==> config.mk <==
export PLATFORM = sky130hd
export DESIGN_NAME = mem_port_arbiter
export DESIGN_NICKNAME = d
export VERILOG_FILES = /design/src/rtl/mem_port_arbiter.sv
export SDC_FILE = /design/constraint.sdc
export NUM_CORES = 1
export LEC_CHECK = 0
export BUFFER_PORTS_ARGS = -buffer_cell sky130_fd_sc_hd__buf_2
export CAP_MARGIN = 10
export CORE_UTILIZATION = 40
export DETAILED_ROUTE_END_ITERATION = 6
export MAX_ROUTING_LAYER = met4
export PLACE_DENSITY_LB_ADDON = 0.08
export SLEW_MARGIN = 10
export SYNTH_ARGS = -nofsm -noshare
export SYNTH_HDL_FRONTEND = slang
export SYNTH_SLANG_ARGS = --single-unit
export TNS_END_PERCENT = 50
==> constraint.sdc <==
create_clock -name clk -period 2.15 [get_ports clk]
set_clock_uncertainty 0.15 [all_clocks]
set_input_delay 0.3225 -clock clk [delete_from_list [all_inputs] [get_ports clk]]
set_output_delay 0.3225 -clock clk [all_outputs]
set_load 0.01 [all_outputs]
==> src/rtl/mem_port_arbiter.sv <==
//------------------------------------------------------------------------------
// mem_port_arbiter: shares one synchronous RAM port between the IF and DM
// pipeline stages, tracks the single outstanding read and routes its data.
// Optional IF fairness override: define MEM_ARB_FAIRNESS_EN.
// Revision: 1.0
//------------------------------------------------------------------------------
`default_nettype none

module mem_port_arbiter #(
  parameter int AW          = 9,
  parameter int DW          = 16,
  parameter int MAX_DSTREAK = 4
) (
  input  logic          clk,
  input  logic          reset_n,
  input  logic          if_req,
  input  logic [AW-1:0] if_addr,
  output logic          if_gnt,
  output logic          if_rvalid,
  output logic [DW-1:0] if_rdata,
  input  logic          dm_req,
  input  logic          dm_we,
  input  logic [AW-1:0] dm_addr,
  input  logic [DW-1:0] dm_wdata,
  output logic          dm_gnt,
  output logic          dm_rvalid,
  output logic [DW-1:0] dm_rdata,
  output logic [1:0]    mem_cmd,
  output logic [AW-1:0] mem_addr,
  output logic [DW-1:0] mem_wdata,
  input  logic [DW-1:0] mem_rdata
);

  localparam logic [1:0] c_cmd_none  = 2'b00;
  localparam logic [1:0] c_cmd_read  = 2'b01;
  localparam logic [1:0] c_cmd_write = 2'b10;

  typedef enum logic [1:0] {
    OWN_NONE = 2'd0,
    OWN_IF   = 2'd1,
    OWN_DM   = 2'd2
  } owner_t;

  owner_t        r_owner;
  logic [DW-1:0] r_if_hold;
  logic [DW-1:0] r_dm_hold;
  logic          w_if_gnt;
  logic          w_dm_gnt;
  logic          w_force_if;

`ifdef MEM_ARB_FAIRNESS_EN
  localparam int c_sw = (MAX_DSTREAK < 1) ? 1 : $clog2(MAX_DSTREAK + 1);
  localparam logic [c_sw-1:0] c_streak_max = c_sw'(MAX_DSTREAK);

  logic [c_sw-1:0] r_streak;

  assign w_force_if = if_req && dm_req && (r_streak == c_streak_max);

  // Counts only contested DM wins; any cycle without IF demand restarts it.
  always_ff @(posedge clk or negedge reset_n) begin
    if (!reset_n) begin
      r_streak <= '0;
    end else if (!if_req || w_if_gnt) begin
      r_streak <= '0;
    end else if (w_dm_gnt && (r_streak != c_streak_max)) begin
      r_streak <= r_streak + 1'b1;
    end
  end
`else
  logic w_unused_streak_cfg;

  assign w_force_if          = 1'b0;
  assign w_unused_streak_cfg = (MAX_DSTREAK != 0);
`endif

  // Grants are gated by reset_n so requests seen during reset have no effect.
  assign w_dm_gnt = reset_n && dm_req && !w_force_if;
  assign w_if_gnt = reset_n && if_req && (!dm_req || w_force_if);
  assign dm_gnt   = w_dm_gnt;
  assign if_gnt   = w_if_gnt;

  always_comb begin
    mem_cmd   = c_cmd_none;
    mem_addr  = '0;
    mem_wdata = '0;
    if (w_dm_gnt) begin
      mem_cmd   = dm_we ? c_cmd_write : c_cmd_read;
      mem_addr  = dm_addr;
      mem_wdata = dm_wdata;
    end else if (w_if_gnt) begin
      mem_cmd   = c_cmd_read;
      mem_addr  = if_addr;
    end
  end

  always_ff @(posedge clk or negedge reset_n) begin
    if (!reset_n) begin
      r_owner <= OWN_NONE;
    end else if (w_dm_gnt && !dm_we) begin
      r_owner <= OWN_DM;
    end else if (w_if_gnt) begin
      r_owner <= OWN_IF;
    end else begin
      r_owner <= OWN_NONE;
    end
  end

  assign if_rvalid = (r_owner == OWN_IF);
  assign dm_rvalid = (r_owner == OWN_DM);

  // Hold registers capture the returned word so rdata stays stable afterwards.
  always_ff @(posedge clk or negedge reset_n) begin
    if (!reset_n) begin
      r_if_hold <= '0;
      r_dm_hold <= '0;
    end else begin
      if (if_rvalid) r_if_hold <= mem_rdata;
      if (dm_rvalid) r_dm_hold <= mem_rdata;
    end
  end

  assign if_rdata = if_rvalid ? mem_rdata : r_if_hold;
  assign dm_rdata = dm_rvalid ? mem_rdata : r_dm_hold;

endmodule

`default_nettype wire

==> results of run 1 <==
-- through the flow --
stage	area, um2	total power [W]	cells
finish	2360	0.00192	284
CTS	2360	0.00195	284
global route	2360	0.00202	284
detailed placement	2250	0.00138	276
floorplan	1650	0.00113	114
global placement	2250	0.00136	276
-- cell type report --
| type | instances | area [um2] | area share (%) |
|---|---|---|---|
| clock buffer | 7 | 76.3 | 3.24 |
| clock inverter | 1 | 30.0 | 1.27 |
| inverter | 2 | 7.51 | 0.318 |
| multi-input combinational | 67 | 701 | 29.7 |
| sequential | 34 | 851 | 36.1 |
| tap | 50 | 62.6 | 2.65 |
| timing repair buffer | 123 | 631 | 26.7 |
-- registers in the layout, indices dropped and copies added, names as in the netlist --
| signal | flops |
|---|---|
| r_if_hold | 16 |
| r_dm_hold | 16 |
| r_owner | 2 |
-- cell families after synthesis --
| kind of cell | count (synthesis) | share of synthesized area [%] |
|---|---|---|
| buffers and inverters | 13 | 6.28 |
| DFF | 34 | 51.5 |
| and+or+nand+nor | 25 | 10.3 |
| AOI/OAI and AO/OA | 10 | 6.06 |
| muxes | 32 | 25.9 |
-- what timing repair did --
item | 4_1_cts | 5_1_grt
gates resized for setup | 1 | 0
endpoints found under the setup margin | 6 | 0
hold buffers | 0 | 0
-- worst max-delay path: stages, from the launching register on --
cell and delay, ns:
dfrtp_1 0.40, nand2b_2 0.16, buf_4 0.20, mux2_2 0.36
buf_2 0.15
-- synth_stat cells (2+ instances only) --
cell type | count | area, um2
a32o_1 | 9 | 90.1
clkbuf_1 | 6 | 22.5
mux2_2 | 14 | 158
and3_1 | 8 | 50.1
and3_2 | 9 | 67.6
and2_1 | 3 | 18.8
dfrtp_1 | 34 | 851
inv_1 | 2 | 7.51
buf_12 | 2 | 40.0
buf_6 | 3 | 33.8
mux2_4 | 18 | 270
-- power by group through the flow --
stage | Sequential, W | Combinational (W) | Clock [W]
floorplan | 0.000798 | 0.000337 | 0
global placement | 0.000807 | 0.000553 | 0
detailed placement | 0.000810 | 0.000566 | 0
CTS | 0.000800 | 0.000569 | 0.000578
global route | 0.000811 | 0.000607 | 0.000604
finish | 0.000798 | 0.000560 | 0.000557
-- how the worst max path moves through the flow --
stage	depth (start not counted)	end	slack [ns]
finish	4	dm_rdata[0]	0.13
global route	4	dm_rdata[2]	0.05
CTS	4	if_rdata[15]	0.1
detailed placement	4	dm_rdata[0]	0.31
global placement	4	dm_rdata[5]	0.35
floorplan	4	if_rdata[1]	0.61
-- per-layer routing --
layer	vias up	GRT usage, %	routed length, um
met3	6	5.00	319
li1	646	-	-
met2	80	31.3	2070
met5	-	-	0
met1	651	21.5	1620
met4	0	7.98	62
==> results.ini, run 1 <==
[layout]
drive_above_1_share_pct = 73.9
num_antenna_cells = 0
mostFrequentLayoutCells = 117 x buf_2, 34 x dfrtp_1, 18 x mux2_4
area_growth_pct = 42.7
final_common_cell = buf_2
final_util_pct = 59.4
fin_nets = 288
fillers = 339

[cts]
cts_buffers = 5
cts_post_setup_buffers_inserted = 0
clock_latency_ns = 0.28
htreeDepth = 2
cts_tree = yes
clk_path_buf_depth = 2
clock_sinks = 34
clkTransAtPathRegs_ns = 0.07
cts_root_buffer = clkbuf_8

[run_status]
violations = DRC
status = complete, but fails checks

[critical_path]
endpoint_kind = primary output
critical_path_class = flop to primary output
crit_arrival_ns = 1.55
startpoint = r_owner[1]
reg2reg_slack_ns = 0.75
rr_endpoint = r_dm_hold[15]
critPathLaunchType = flop
rr_startpoint = r_owner[1]
rr_worst_depth = 3
worstPathRequired_ns = 1.68
crit_fanout = 7

[grt]
grt_max_degree = 26
antenna_found_initial = 0
grt_pass1_wl_um = 5950
grt.total_usage_pct = 18.9
grt_pass1_vias = 1349
overflow = 0

[synth]
syn_area_um2 = 1650
synth_edf_count = 0
ys_warn_count = 0
synth.distinct_cells = 17
synthArstFlopShare_pct = 100
seq_area_frac_synth_pct = 51.5
ys.flop_type = dfrtp_1
ys_ff_latch = 34
syn-num-nets = 169
avgSynthCellArea_um2 = 14.5
synthCells = 114

[power]
ir_drop_v = 0.000349
leakage_nw = 1.35
power_frac_comb_pct = 29.2
powerDensity_nw_per_um2 = 812
power_frac_clock_pct = 29.1
power.switching_w = 0.000506
power.internal_w = 0.00141
sw_frac_of_total_pct = 26.4
seqPwrFrac_pct = 41.7

[timing]
relSlewSlack_pct = 76.8
fin_crit_ns = 2.02
setup_violations = 0
rsz0062_at_grt = no
setup_ws_ns = 0.128
setup-tns-final_ns = 0
fmax_mhz = 495
worst_pin_slew_ns = 0.347
hold_slack_ns = 0.0319
finalHoldViolCount = 0
slew_violations = 0
fin_crit_sh_pct = 94.0

[floorplan]
rows = 23
pin_count = 118
dieArea_um2 = 4390
chipWidth_um = 66.3
die_h_um = 66.3
initial_utilization_pct = 41.6
core-area_um2 = 3970

[min_path]
hp-class = primary input to asynchronous set/reset pin

[placement]
dp_hpwl_um = 3170
numPortBuffers = 117
place_congestion = 0.743
dp_slack_ns = 0.312

[routing]
via_per_inst = 4.87
avgRoutedWirePerCell_um = 14.3
finalWirelength_um = 4070
drt_pass1_iterations = 6
drtIter0Drc = 38
vias = 1383
postRouteAntennaNets = 0
drc_errors = 1

[flow_run]
maxCapViolCount = 0

(Power assumes the default switching activity.)
==> inputs of run 2 (changes only) <==
--- a/config.mk
+++ b/config.mk
@@ -7,6 +7,8 @@
 export LEC_CHECK = 0
 export BUFFER_PORTS_ARGS = -buffer_cell sky130_fd_sc_hd__buf_2
 export CAP_MARGIN = 10
+export CORE_ASPECT_RATIO = 0.5
+export CORE_MARGIN = 8
 export CORE_UTILIZATION = 40
 export DETAILED_ROUTE_END_ITERATION = 6
 export MAX_ROUTING_LAYER = met4
==> run 2 against run 1 <==
The flow now finishes without violations. Sequential share of layout area decreased by 0.076 points. Total power increased by 0.12%. Design area increased by 0.21%. Fmax decreased by 0.44%. Worst hold slack improved by 0.11 ns. Critical path depth unchanged. Register-to-register slack about the same. Clock power increased by 1%.
==> results.ini, run 2 (synthesized netlist as in run 1, its figures left out) <==
[run_status]
status = complete, no violations  ; was complete, but fails checks

[critical_path]
cp_num_buf_inv = 2  ; unchanged
critPathSlowestCell = dfrtp_1  ; unchanged
critical_path_class = flop to primary output  ; unchanged
cp_top_family = buffers and inverters  ; was flip-flops
rr_startpoint = r_owner[1]  ; unchanged
crit_arrival_ns = 1.56  ; was 1.55 ns
crit_fanout = 12  ; was 7
critPathLaunchType = flop  ; unchanged
startpoint = r_owner[1]  ; unchanged
cpPeakStageDelay_ns = 0.38  ; was 0.40 ns
endpoint_kind = primary output  ; unchanged
worstPathRequired_ns = 1.68  ; about the same
crit_chain = nor2b_2 > buf_4 > mux2_2 > buf_2  ; was nand2b_2 > buf_4 > mux2_2 > buf_2

[floorplan]
initial_utilization_pct = 41.9  ; was 41.6%
die_h_um = 61.5  ; was 66.3 um
rows = 16  ; was 23
pin_count = 118  ; unchanged
dieArea_um2 = 6570  ; was 4390 um2
core-area_um2 = 3940  ; was 3970 um2
chipWidth_um = 107  ; was 66.3 um

[layout]
area_growth_pct = 43.0  ; was 42.7%
num_antenna_cells = 0  ; unchanged
drive_above_1_share_pct = 74.4  ; was 73.9%
final_util_pct = 59.9  ; was 59.4%
fin_nets = 288  ; unchanged
mostFrequentLayoutCells = 117 x buf_2, 34 x dfrtp_1, 18 x mux2_4  ; unchanged
final_common_cell = buf_2  ; unchanged
largestRegisters = r_dm_hold: 16 flops, r_if_hold: 16 flops, r_owner: 2 flops  ; unchanged

[power]
ir_drop_v = 0.000277  ; was 0.000349 V
powerDensity_nw_per_um2 = 811  ; was 812 nW/um2
leakage_nw = 1.35  ; about the same

[routing]
drtIter0Drc = 43  ; was 38
drt_pass1_iterations = 4  ; was 6
postRouteAntennaNets = 0  ; unchanged
avgRoutedWirePerCell_um = 16.1  ; was 14.3 um
via_per_inst = 4.77  ; was 4.87
vias = 1374  ; was 1383
drc_errors = 0  ; was 1
finalWirelength_um = 4630  ; was 4070 um

[timing]
hold_slack_ns = 0.141  ; was 0.0319 ns
rsz0062_at_grt = no  ; unchanged
fin_crit_ns = 2.03  ; was 2.02 ns
setup_violations = 0  ; unchanged
fmax_mhz = 492  ; was 495 MHz
slew_violations = 0  ; unchanged
relSlewSlack_pct = 72.5  ; was 76.8%
setup-tns-final_ns = 0  ; unchanged
finalHoldViolCount = 0  ; unchanged
worst_pin_slew_ns = 0.412  ; was 0.347 ns
fin_crit_sh_pct = 94.5  ; was 94.0%

[cts]
clock_latency_ns = 0.28  ; about the same
cts_hold_buf = 0  ; unchanged
cts_post_setup_buffers_inserted = 0  ; unchanged
htreeDepth = 2  ; unchanged
cts_root_buffer = clkbuf_8  ; unchanged
clk_path_buf_depth = 2  ; unchanged
ctsResizeCount = 0  ; was 1
clkTransAtPathRegs_ns = 0.07  ; about the same
cts_buffers = 5  ; unchanged
clock_sinks = 34  ; unchanged
cts_tree = yes  ; unchanged

[min_path]
hp-class = primary input to asynchronous set/reset pin  ; unchanged

[grt]
grt_max_degree = 35  ; was 26
grt_pass1_vias = 1561  ; was 1349
overflow = 0  ; unchanged
grt.total_usage_pct = 15.1  ; was 18.9%
grt_pass1_wl_um = 7450  ; was 5950 um
antenna_found_initial = 0  ; unchanged

[flow_run]
maxCapViolCount = 0  ; unchanged

[placement]
numPortBuffers = 117  ; unchanged
place_congestion = 0.741  ; was 0.743
dp_hpwl_um = 3760  ; was 3170 um

-- run 2: cell types whose count changed in the layout (fill, tap and decap cells not counted) --
| cell | change |
|---|---|
| nand2b_2 | -1 |
| nand2b_1 | +1 |
| clkinv_2 | +2 |
| clkbuf_1 | -2 |
-- run 2: layout make-up --
type                       count  area [um2]
sequential                    34         851
inverter                       2        7.51
fill                         345        1580
multi-input combinational     67         698
tap                           54        67.6
clock inverter                 3        40.0
clock buffer                   5        68.8
timing repair buffer         123         631
-- run 2: where the power goes --
group	leakage, nW	switching (W)	internal [W]	total [W]
clock	0.0579	0.000224	0.000341	0.000565
combinational	0.891	0.000259	0.000299	0.000557
sequential	0.403	0.0000319	0.000764	0.000796
-- run 2: metal layers --
| layer | track usage [%] | up-vias | routed length (um) |
|---|---|---|---|
| met3 | 7.83 | 7 | 558 |
| met5 | - | - | 0 |
| met1 | 15.8 | 646 | 1880 |
| met4 | 7.72 | 0 | 89 |
| li1 | - | 650 | - |
| met2 | 23.4 | 71 | 2100 |
-- run 2: final timing paths --
| path | slack (ns) | to | cells after the start |
|---|---|---|---|
| worst max-delay path | 0.12 | if_rdata[15] | 4 |
| worst min-delay path | 0.14 | r_owner[1] | 2 |
| worst max register to register | 0.75 | r_if_hold[10] | 3 |
| worst min register to register | 0.34 | r_dm_hold[7] | 1 |
| max in group asynchronous | 1.42 | r_dm_hold[13] | 2 |
| min in group clk | 0.14 | r_if_hold[5] | 2 |
-- run 2: worst reg2reg max path, stage by stage (launching register included) --
cell     delay, ns
dfrtp_1       0.38
nor2b_2       0.13
buf_4         0.25
mux2_2        0.37
-- run 2: per-stage QoR --
stage,worst slack [ns],instances,cell area [um2],total power (W)
2_1_floorplan,0.606,114,1650,0.00113
5_1_grt,0.0353,288,2360,0.00204
3_5_place_dp,0.333,280,2250,0.00138
4_1_cts,0.0950,288,2360,0.00195
6_report,0.119,288,2360,0.00192
3_3_place_gp,0.394,280,2250,0.00137
==> inputs of run 3 (changes only) <==
--- a/config.mk
+++ b/config.mk
@@ -8,11 +8,10 @@
 export BUFFER_PORTS_ARGS = -buffer_cell sky130_fd_sc_hd__buf_2
 export CAP_MARGIN = 10
 export CORE_ASPECT_RATIO = 0.5
-export CORE_MARGIN = 8
 export CORE_UTILIZATION = 40
 export DETAILED_ROUTE_END_ITERATION = 6
 export MAX_ROUTING_LAYER = met4
-export PLACE_DENSITY_LB_ADDON = 0.08
+export PLACE_DENSITY = 0.79
 export SLEW_MARGIN = 10
 export SYNTH_ARGS = -nofsm -noshare
 export SYNTH_HDL_FRONTEND = slang
==> run 3 against run 2 <==
Combinational power rose by 0.7%. Routed wire length fell by 9.8%. Non-clock buffer count fell by 2. Flip-flop and latch count did not move. First-iteration DRC count rose by 120%. Highest routed layer unchanged. Worst setup slack improved by 0.010 ns. Critical endpoint is now if_rdata[14]. Design area rose by 0.95%. Largest cell class unchanged. Largest power group unchanged. Critical path depth did not move. Total power rose by 9.2%. Core utilization rose by 0.88 points. Fmax rose by 0.51%.
==> results.ini, run 3 (synthesized netlist as in run 1, its figures left out) <==
[cts]
cts_buffers = 5  ; unchanged
cts_hold_buf = 0  ; unchanged
clock_sinks = 34  ; unchanged
clk_path_buf_depth = 2  ; unchanged
cts_root_buffer = clkbuf_8  ; unchanged
clkTransAtPathRegs_ns = 0.08  ; was 0.07 ns
cts_tree = yes  ; unchanged
htreeDepth = 2  ; unchanged
clock_latency_ns = 0.28  ; about the same

[timing]
setup_violations = 0  ; unchanged
worst_pin_slew_ns = 0.426  ; was 0.412 ns
fmax_mhz = 495  ; was 492 MHz
fin_crit_ns = 2.02  ; was 2.03 ns
finalHoldViolCount = 0  ; unchanged
fin_crit_sh_pct = 94.0  ; was 94.5%
setup_ws_ns = 0.129  ; was 0.119 ns
relSlewSlack_pct = 71.6  ; was 72.5%
setup-tns-final_ns = 0  ; unchanged
slew_violations = 0  ; unchanged
rsz0062_at_grt = no  ; unchanged

[routing]
drc_errors = 0  ; unchanged
via_per_inst = 4.71  ; was 4.77
vias = 1346  ; was 1374
avgRoutedWirePerCell_um = 14.6  ; was 16.1 um
drtIter0Drc = 93  ; was 43
finalWirelength_um = 4170  ; was 4630 um
postRouteAntennaNets = 0  ; unchanged
drt_pass1_iterations = 6  ; was 4

[floorplan]
chipWidth_um = 92.9  ; was 107 um
dieArea_um2 = 4410  ; was 6570 um2
rows = 16  ; unchanged
die_h_um = 47.5  ; was 61.5 um
pin_count = 118  ; unchanged
core-area_um2 = 3920  ; was 3940 um2
initial_utilization_pct = 42.1  ; was 41.9%

[placement]
numPortBuffers = 117  ; unchanged
dp_slack_ns = 0.341  ; was 0.333 ns
dp_hpwl_um = 3210  ; was 3760 um
placed_cells = 278  ; was 280
place_congestion = 0.773  ; was 0.741

[layout]
stdcell_count = 286  ; was 288
num_antenna_cells = 0  ; unchanged
area_growth_pct = 44.4  ; was 43.0%
mostFrequentLayoutCells = 117 x buf_2, 34 x dfrtp_1, 18 x mux2_4  ; unchanged
final_common_cell = buf_2  ; unchanged
drive_above_1_share_pct = 74.1  ; was 74.4%
fin_nets = 286  ; was 288
largestRegisters = r_dm_hold: 16 flops, r_if_hold: 16 flops, r_owner: 2 flops  ; unchanged

[grt]
met1_usage_pct = 23.0  ; was 15.8%
grt.total_usage_pct = 19.2  ; was 15.1%
grt_max_degree = 35  ; unchanged
grt_use_met3_pct = 4.13  ; was 7.83%
grt.busiest_layer = met2  ; unchanged
use_met2_pct = 33.5  ; was 23.4%
overflow = 0  ; unchanged
grt_pass1_vias = 1253  ; was 1561
antenna_found_initial = 0  ; unchanged
grt_pass1_wl_um = 6070  ; was 7450 um

[critical_path]
crit_fanout = 17  ; was 12
crit_arrival_ns = 1.55  ; was 1.56 ns
critPathLaunchType = flop  ; unchanged
critical_path_class = flop to primary output  ; unchanged
critPathSlowestCell = dfrtp_1  ; unchanged
crit_chain = nor2b_2 > buf_6 > mux2_2 > buf_2  ; was nor2b_2 > buf_4 > mux2_2 > buf_2
cpPeakStageDelay_ns = 0.40  ; was 0.38 ns
endpoint_kind = primary output  ; unchanged
worstPathRequired_ns = 1.68  ; about the same
reg2reg_slack_ns = 0.76  ; was 0.75 ns

[min_path]
hp-class = primary input to flop  ; was primary input to asynchronous set/reset pin

[flow_run]
maxCapViolCount = 0  ; unchanged

[power]
ir_drop_v = 0.000331  ; was 0.000277 V
powerDensity_nw_per_um2 = 878  ; was 811 nW/um2
leakage_nw = 1.36  ; was 1.35 nW
total_power_w = 0.00209  ; was 0.00192 W

[run_status]
status = complete, no violations  ; unchanged

## run 3: area by class of cell
class	count	area [um2]
sequential	34	851
clock buffer	6	82.6
inverter	2	7.51
multi-input combinational	67	698
timing repair buffer	121	619
clock inverter	2	60.1
fill	353	1540
tap	54	67.6
## run 3: path summary, 6_finish.rpt
check	start	endpoint	depth (start not counted)
max	r_owner[1]	if_rdata[14]	4
min	mem_rdata[4]	r_if_hold[4]	2
max reg2reg	r_owner[1]	r_if_hold[15]	3
min reg2reg	r_if_hold[7]	r_if_hold[7]	1
max in group asynchronous	reset_n	r_dm_hold[0]	2
min in group asynchronous	reset_n	r_if_hold[4]	2
## run 3: metal layers
layer  share of wire (%)  wire, um
met1                  43      1780
met2                  52      2150
met3                 5.1       211
met4                0.65        27
met5                   0         0
## run 3: power by group
part,internal (W),total [W],switching [W]
sequential,0.000765,0.000804,0.0000389
combinational,0.000297,0.000561,0.000264
clock,0.000495,0.000730,0.000235
## run 3: through the flow
step                      hold slack, ns  instance area [um2]  util (%)
after floorplan                   -0.123                 1650         -
after global placement             0.324                 2240      57.1
after detailed placement           0.330                 2240      57.1
after CTS                          0.128                 2380      60.7
after global routing               0.132                 2390      60.8
final                              0.136                 2390      60.8
## run 3: critical path, delay by kind of cell, from the launching register on
kind	cells	cell delay (ns)
buffers and inverters	2	0.36
flip-flops	1	0.40
multiplexers	1	0.37
AND/OR/NAND/NOR	1	0.13
## run 3: repair_timing
item,4_1_cts,5_1_grt
endpoints found under the setup margin,0,7
setup buffers,0,0
resized for setup,0,1
